<file path="src/rtl/adder_pkg.sv">
// Shared definitions for the bit-serial adder: FSM encoding and default operand width.
package adder_pkg;

    localparam int DEFAULT_WIDTH = 8;

    typedef enum logic [1:0] {
        IDLE  = 2'b00,
        SHIFT = 2'b01,
        DONE  = 2'b10
    } adder_state_e;

endpackage

</file>
<file path="src/rtl/full_adder.sv">
// One-bit full adder built from two half adders and an OR of their carries.
module full_adder (
    input  logic a,
    input  logic b,
    input  logic cin,
    output logic sum,
    output logic cout
);

    logic s1;
    logic c1;
    logic c2;

    half_adder u_ha0 (.a(a),  .b(b),   .sum(s1),  .carry(c1));
    half_adder u_ha1 (.a(s1), .b(cin), .sum(sum), .carry(c2));

    assign cout = c1 | c2;

endmodule

</file>
<file path="src/rtl/half_adder.sv">
// One-bit half adder used as the building block of full_adder.
module half_adder (
    input  logic a,
    input  logic b,
    output logic sum,
    output logic carry
);

    assign sum   = a ^ b;
    assign carry = a & b;

endmodule

</file>
<file path="src/rtl/serial_adder.sv">
// Bit-serial unsigned adder: one bit pair per cycle, LSB first, result shifted in from the MSB end.
module serial_adder
    import adder_pkg::*;
#(
    parameter int WIDTH = DEFAULT_WIDTH
) (
    input  logic             clk,
    input  logic             rst_n,
    input  logic             start,
    input  logic [WIDTH-1:0] A,
    input  logic [WIDTH-1:0] B,
    input  logic             Cin,
    output logic [WIDTH-1:0] Sum,
    output logic             Cout,
    output logic             busy,
    output logic             done,
    output adder_state_e     state
);

    // Handshake: start is sampled only in IDLE and is never queued; busy is high
    // through SHIFT, and done pulses for one cycle when Sum/Cout become valid.

    localparam int CNT_W = $clog2(WIDTH) + 1;
    localparam logic [CNT_W-1:0] LAST = CNT_W'(WIDTH - 1);

    logic [WIDTH-1:0] a_sr;
    logic [WIDTH-1:0] b_sr;
    logic             carry;
    logic [CNT_W-1:0] cnt;
    logic             fa_sum;
    logic             fa_cout;

    full_adder u_fa (
        .a    (a_sr[0]),
        .b    (b_sr[0]),
        .cin  (carry),
        .sum  (fa_sum),
        .cout (fa_cout)
    );

    always_ff @(posedge clk or negedge rst_n) begin
        if (!rst_n) begin
            state <= IDLE;
            a_sr  <= '0;
            b_sr  <= '0;
            carry <= 1'b0;
            cnt   <= '0;
            Sum   <= '0;
            Cout  <= 1'b0;
            busy  <= 1'b0;
            done  <= 1'b0;
        end else begin
            case (state)
                IDLE: begin
                    if (start) begin
                        a_sr  <= A;
                        b_sr  <= B;
                        carry <= Cin;
                        cnt   <= '0;
                        busy  <= 1'b1;
                        state <= SHIFT;
                    end
                end
                SHIFT: begin
                    a_sr  <= a_sr >> 1;
                    b_sr  <= b_sr >> 1;
                    Sum   <= {fa_sum, Sum[WIDTH-1:1]};
                    carry <= fa_cout;
                    cnt   <= cnt + CNT_W'(1);
                    if (cnt == LAST) begin
                        Cout  <= fa_cout;
                        busy  <= 1'b0;
                        done  <= 1'b1;
                        state <= DONE;
                    end
                end
                DONE: begin
                    done  <= 1'b0;
                    state <= IDLE;
                end
                default: begin
                    busy  <= 1'b0;
                    done  <= 1'b0;
                    state <= IDLE;
                end
            endcase
        end
    end

endmodule

</file>
<file path="config.mk">
export PLATFORM = sky130hd
export DESIGN_NAME = serial_adder
export DESIGN_NICKNAME = d
export VERILOG_FILES = /design/src/rtl/adder_pkg.sv /design/src/rtl/full_adder.sv /design/src/rtl/half_adder.sv /design/src/rtl/serial_adder.sv
export SDC_FILE = /design/constraint.sdc
export NUM_CORES = 1
export LEC_CHECK = 0
export BUFFER_PORTS_ARGS = -buffer_cell sky130_fd_sc_hd__buf_2
export CAP_MARGIN = 15
export CELL_PAD_IN_SITES_DETAIL_PLACEMENT = 0
export CELL_PAD_IN_SITES_GLOBAL_PLACEMENT = 2
export CORE_ASPECT_RATIO = 1.75
export CORE_MARGIN = 5
export CORE_UTILIZATION = 33
export DETAILED_ROUTE_END_ITERATION = 8
export PLACE_DENSITY_LB_ADDON = 0.1
export SLEW_MARGIN = 15
export SYNTH_ARGS = -nofsm -noshare
export SYNTH_HDL_FRONTEND = slang
export SYNTH_SLANG_ARGS = --single-unit
</file>
<file path="constraint.sdc">
create_clock -name clk -period 2.14 [get_ports clk]
set_clock_uncertainty 0.15 [all_clocks]
set_input_delay 0.321 -clock clk [delete_from_list [all_inputs] [get_ports clk]]
set_output_delay 0.321 -clock clk [all_outputs]
set_load 0.05 [all_outputs]
</file>
# After elaboration in Yosys (flattened, before gate mapping)

Index checks and enable logic that the tools add are counted.

$add $sub $neg: 1
Equal/unequal tests: 5
Multiplexer cells: 16
Bitwise logic cells: 7
Reduce and logical (&&, ||, !) cells: 7

Operators by type and width:

| cell                                          | number |
|---|---|
| one-hot mux 8 bit (2 select lines)            | 2 |
| two-way mux 8 bit                             | 2 |
| one-hot mux 4 bit (2 select lines)            | 1 |
| AND reduction 2 bit                           | 4 |
| adder 4 x 1 -> 4 bit, second input constant   | 1 |
| == test 4 x 3 -> 1 bit, second input constant | 1 |
| two-way mux 1 bit                             | 4 |
| two-way mux 2 bit                             | 2 |
| two-way mux 4 bit                             | 1 |
| inequality test 2 bit, second input constant  | 2 |
| one-hot mux 1 bit (2 select lines)            | 2 |
| one-hot mux 2 bit (2 select lines)            | 1 |
| one-hot mux 1 bit (3 select lines)            | 1 |
| AND reduction 3 bit                           | 1 |
| AND 1 bit                                     | 2 |
| == test 2 x 1 -> 1 bit, second input constant | 1 |
| == test 2 bit, second input constant          | 1 |
| zero test 2 bit                               | 1 |
| inverter 1 bit                                | 2 |
| nonzero test 2 bit                            | 1 |
| bitwise XOR 1 bit                             | 2 |
| bitwise OR 1 bit                              | 1 |

Bits in registers: 34
Input port bits: 20
Output and inout bits: 13
Word-level logic and storage cells: 45

# Longest topological paths before layout

Depth after elaboration: 4
Gate-level depth with buffers: 5
Depth with buffers taken out: 4

# Modules after synthesis

From an unflattened synthesis, not the netlist that was laid out.

Cell total of the unflattened synthesis: 161
Area total of the unflattened synthesis: 1586.5 um^2

By module, submodules not included:

| module       | times used | cells an instance | area an instance (um^2) | sequential area each (um^2) |
|---|---|---|---|---|
| serial_adder | 1          | 158               | 1555.2                  | 850.8 |
| half_adder   | 2          | 1                 | 12.5                    | 0.0 |
| full_adder   | 1          | 1                 | 6.3                     | 0.0 |

# Least setup slack after synthesis

Ideal clock, no wire load.

Kind: register to register
Start point: register state[0]
End point: register Cout
Library setup time: 125 ps
Arrival: 1406 ps
Data required time: 1865 ps
Slack: 459 ps
Cell stages (with the launch flop): 4
Buffers on the path: 0
Period minus slack after synthesis: 1681 ps
Cell sequence: dfrtp_1 and2b_4 and2_4 mux2_4

Longest elaborated chain between the ends: 2

RTL lines:

| item                          | line               | text |
|---|---|---|
| start: declaration            | serial_adder.sv:17 | `output adder_state_e state` |
| start signal: assignment      | serial_adder.sv:43 | `state <= IDLE;` |
| start signal: assignment      | serial_adder.sv:61 | `state <= SHIFT;` |
| start signal: assignment      | serial_adder.sv:74 | `state <= DONE;` |
| == test 2 x 1 -> 1 bit        | serial_adder.sv:53 | `case (state)` |
| AND reduction 2 bit (no line) | --                 |  |
| end signal: assignment        | serial_adder.sv:71 | `Cout <= fa_cout;` |
| end: declaration              | serial_adder.sv:14 | `output logic Cout,` |

Every way passes these cells.
A chain may end at the register's enable or synchronous reset.

# Worst setup path after layout

Start point: register state[0]
End point: output state[0]

No word-level cell between the ends.

==> Flow_metrics.wiki <==
{| class="wikitable"
! Metric !! Value
|-
| Post-route clock period utilization || 79.8%
|-
| Critical path type || reg -> out
|-
| Sequential element share of the synthesized area || 53.4%
|-
| CTS-repair resized insts || 0
|-
| Number of antenna violations at the first check in global routing || 0
|-
| Met3 demand-to-capacity share in global routing || 3.08%
|-
| Synthesized flop and latch total || 34
|-
| Most common cell in the netlist || dfrtp_1
|-
| # diodes || 0
|-
| RSZ-0062 raised after global routing || false
|-
| Number of synthesized flops with an enable pin || 0
|-
| Final routed DRC violation total || 0
|-
| Detailed Route Iter0 Violations || 60
|-
| Final hold vios || 0
|-
| Post-layout utilization of the core || 40.1%
|-
| Cell area after layout || 1890 µm²
|-
| Clock slew at reported path FFs || 0.07 ns
|-
| Post-Synthesis Cell Area || 1590 µm²
|-
| Post-detailed-routing wire length || 3.67 mm
|-
| Number of buffers on the longest clock path || 2
|-
| Top_reg_cell synth || dfrtp_1
|-
| Total track usage || 12.4%
|-
| Maximum number of pins on one net before global-route repair || 35
|-
| Synth Warn # || 0
|-
| Data arrival, critical path || 1.24 ns
|-
| IO buf count || 32
|-
| Post-CTS setup buffer count || 0
|-
| VDD IR-drop max || 1.13 mV
|-
| Insertion delay to the later sink of the worst-skew pair || 0.28 ns
|-
| Worst Setup Start Kind || flip-flop
|-
| Area of the die || 6370 µm²
|-
| Avg Synthesized Cell Area || 9.89 µm²
|-
| Height of the chip || 102 µm
|-
| Critical Path Sink Type || output port
|-
| Routed vias || 1266
|-
| Count of max-cap constraint violations || 0
|-
| Sink count of the clock tree || 34
|-
| Core Footprint || 4710 µm²
|-
| Number of instances in the synthesized netlist || 161
|-
| Layout cells sized above 1 || 24.6%
|-
| Maximum operating frequency || 586 MHz
|-
| Cell at the root of the clock tree || clkbuf_8
|-
| Routed length per placed instance || 14.8 µm
|-
| Final setup slack of the worst path || 0.433 ns
|-
| Standby leakage power || 0.927 nW
|-
| Worst hold slack after final layout || 0.155 ns
|-
| Net count of the mapped netlist || 183
|-
| Power density over the cells || 1560 nW/µm²
|-
| Cell taking the most area after synthesis || dfrtp_1
|-
| Accumulated negative setup slack || 0 ns
|-
| Post-synth cell types || 27
|-
| Number of nets with antenna violations after routing || 0
|-
| Final Max Tran Viols || 0
|-
| Met2 Track Usage GR || 21.5%
|-
| Top cells by count, synth || 34 x dfrtp_1, 29 x nand2_1, 19 x a21oi_1
|-
| Std-Cell Rows || 33
|-
| Total power || 2.94 mW
|-
| Number of cells in the design after placement || 238
|-
| Measured slew at the worst slew-check pin || 0.790 ns
|-
| Global route overflow || 0
|-
| Critical-path maximum fanout || 26
|-
| Number of vias per cell after detailed routing || 5.13
|-
| Worst setup slack before clock tree synthesis || 0.544 ns
|-
| Post-detail-place hpwl || 2.41 mm
|-
| CP Data Required Time || 1.67 ns
|-
| Proportion of register bits with asynchronous set or reset after synthesis || 100%
|-
| Met1 layer usage reported by global route || 14.8%
|-
| Filler-free cell count of the finished design || 247
|-
| I/O pin total || 33
|-
| Run status || finished clean
|-
| TritonCTS buffer count || 5
|-
| Worst hold path type || in -> reg
|-
| Nets@finish || 216
|-
| TritonCTS clock tree || built
|-
| Router iterations before antenna repair || 4
|-
| Worst slew slack as a fraction of its limit || 47.4%
|-
| Setup Viol. Count Final || 0
|-
| Top cell type's share of synthesized area || 53.4%
|-
| Most congested layer reported by global routing || met2
|-
| Top post-synthesis cells by area || dfrtp_1 53%, nand2_1 6.8%, a22oi_1 6.6%
|-
| Weighted congestion reported at the end of routability-driven placement || 0.687
|-
| Initial Utilization || 33.8%
|-
| Wire length of the first global-routing pass || 6.38 mm
|-
| Growth of design area from synthesis to finish || 18.6%
|-
| Vias in the first global route || 1346
|-
| Post-detailed-placement cell area || 1780 µm²
|-
| Final min period || 1.71 ns
|-
| CTS H-tree depth || 2
|-
| Floorplan die width || 62.5 µm
|-
| Layout fillers || 507
|}
layout by cell type, fill, tap and decap left out, drive strengths merged:
master / synthesis / layout
buf: 8 / 35
dfrtp: 34 / 34
nand2: 29 / 29
a21oi: 19 / 19
o21ai: 18 / 18
a22oi: 14 / 14
nor2b: 11 / 11
and2b: 7 / 7
clkbuf: 2 / 6
nor2: 3 / 3
and3b: 2 / 2
a22o: 2 / 2
nand3: 2 / 2
mux2: 2 / 2
o21bai: 1 / 1
nand2b: 1 / 1
inv: 1 / 1
o32ai: 1 / 1
and2: 1 / 1
o311ai: 1 / 1
fa: 1 / 1
ha: 1 / 1
clkinv: 0 / 1
clkinvlp: 0 / 1
dlygate4sd3: 0 / 1
sequential cells by signal, indices dropped and copies added, names as in the netlist:
signal  flops
busy        1
done        1
b_sr        8
state       2
Cout        1
a_sr        8
carry       1
Sum         8
cnt         4
power breakdown:
group	internal [mW]	total [mW]	leakage [nW]	switching [mW]
Combinational	0.441	1.35	0.441	0.913
Clock	0.258	0.491	0.0472	0.233
Sequential	0.909	1.10	0.439	0.188
Total	1.61	2.94	0.927	1.33
path summary, 6_finish.rpt:
kind,end,depth (start not counted),start,slack [ns]
worst max-delay path,state[0],2,state[0],0.43
worst min-delay path,b_sr[6],3,B[6],0.15
worst max register to register,Cout,4,cnt[0],0.53
worst min register to register,Sum[0],2,Sum[0],0.32
max in group asynchronous,a_sr[3],2,rst_n,0.83
min in group asynchronous,cnt[1],2,rst_n,0.51
worst max-delay path, cell delays in order, from the launching register on:
cell     delay [ns]
dfrtp_1        0.35
buf_4          0.28
buf_2          0.32
per-layer routing:
| layer | wire length, µm | share of wire [%] | up-vias |
|---|---|---|---|
| li1 | - | - | 625 |
| met1 | 1580 | 43 | 605 |
| met2 | 1850 | 50 | 31 |
| met3 | 172 | 4.7 | 5 |
| met4 | 63 | 1.7 | 0 |
| met5 | 0 | 0 | - |
cell families (layout without fill, tap and decap cells):
family | Yosys count | count (layout) | synth area share, %
simple gates | 56 | 56 | 18.0
mux | 2 | 2 | 1.65
buf+inv | 11 | 45 | 3.77
fa+ha+maj | 2 | 2 | 2.04
flops | 34 | 34 | 53.4
compound gates | 56 | 56 | 21.1
cell type report:
cell class / instances / area [µm²] / area share, %
sequential: 34 / 851 / 45.0
multi-input combinational: 116 / 682 / 36.1
timing repair buffer: 36 / 193 / 10.2
clock buffer: 6 / 82.6 / 4.37
tap: 52 / 65.1 / 3.44
clock inverter: 2 / 12.5 / 0.662
inverter: 1 / 3.75 / 0.199
what timing repair did:
| item | CTS | global route |
|---|---|---|
| endpoints found under the setup margin | 0 | 0 |
| hold buffers | 1 | 0 |
| hold endpoints to repair | 28 | 0 |
Note: power is estimated with default switching activity, not from simulation.
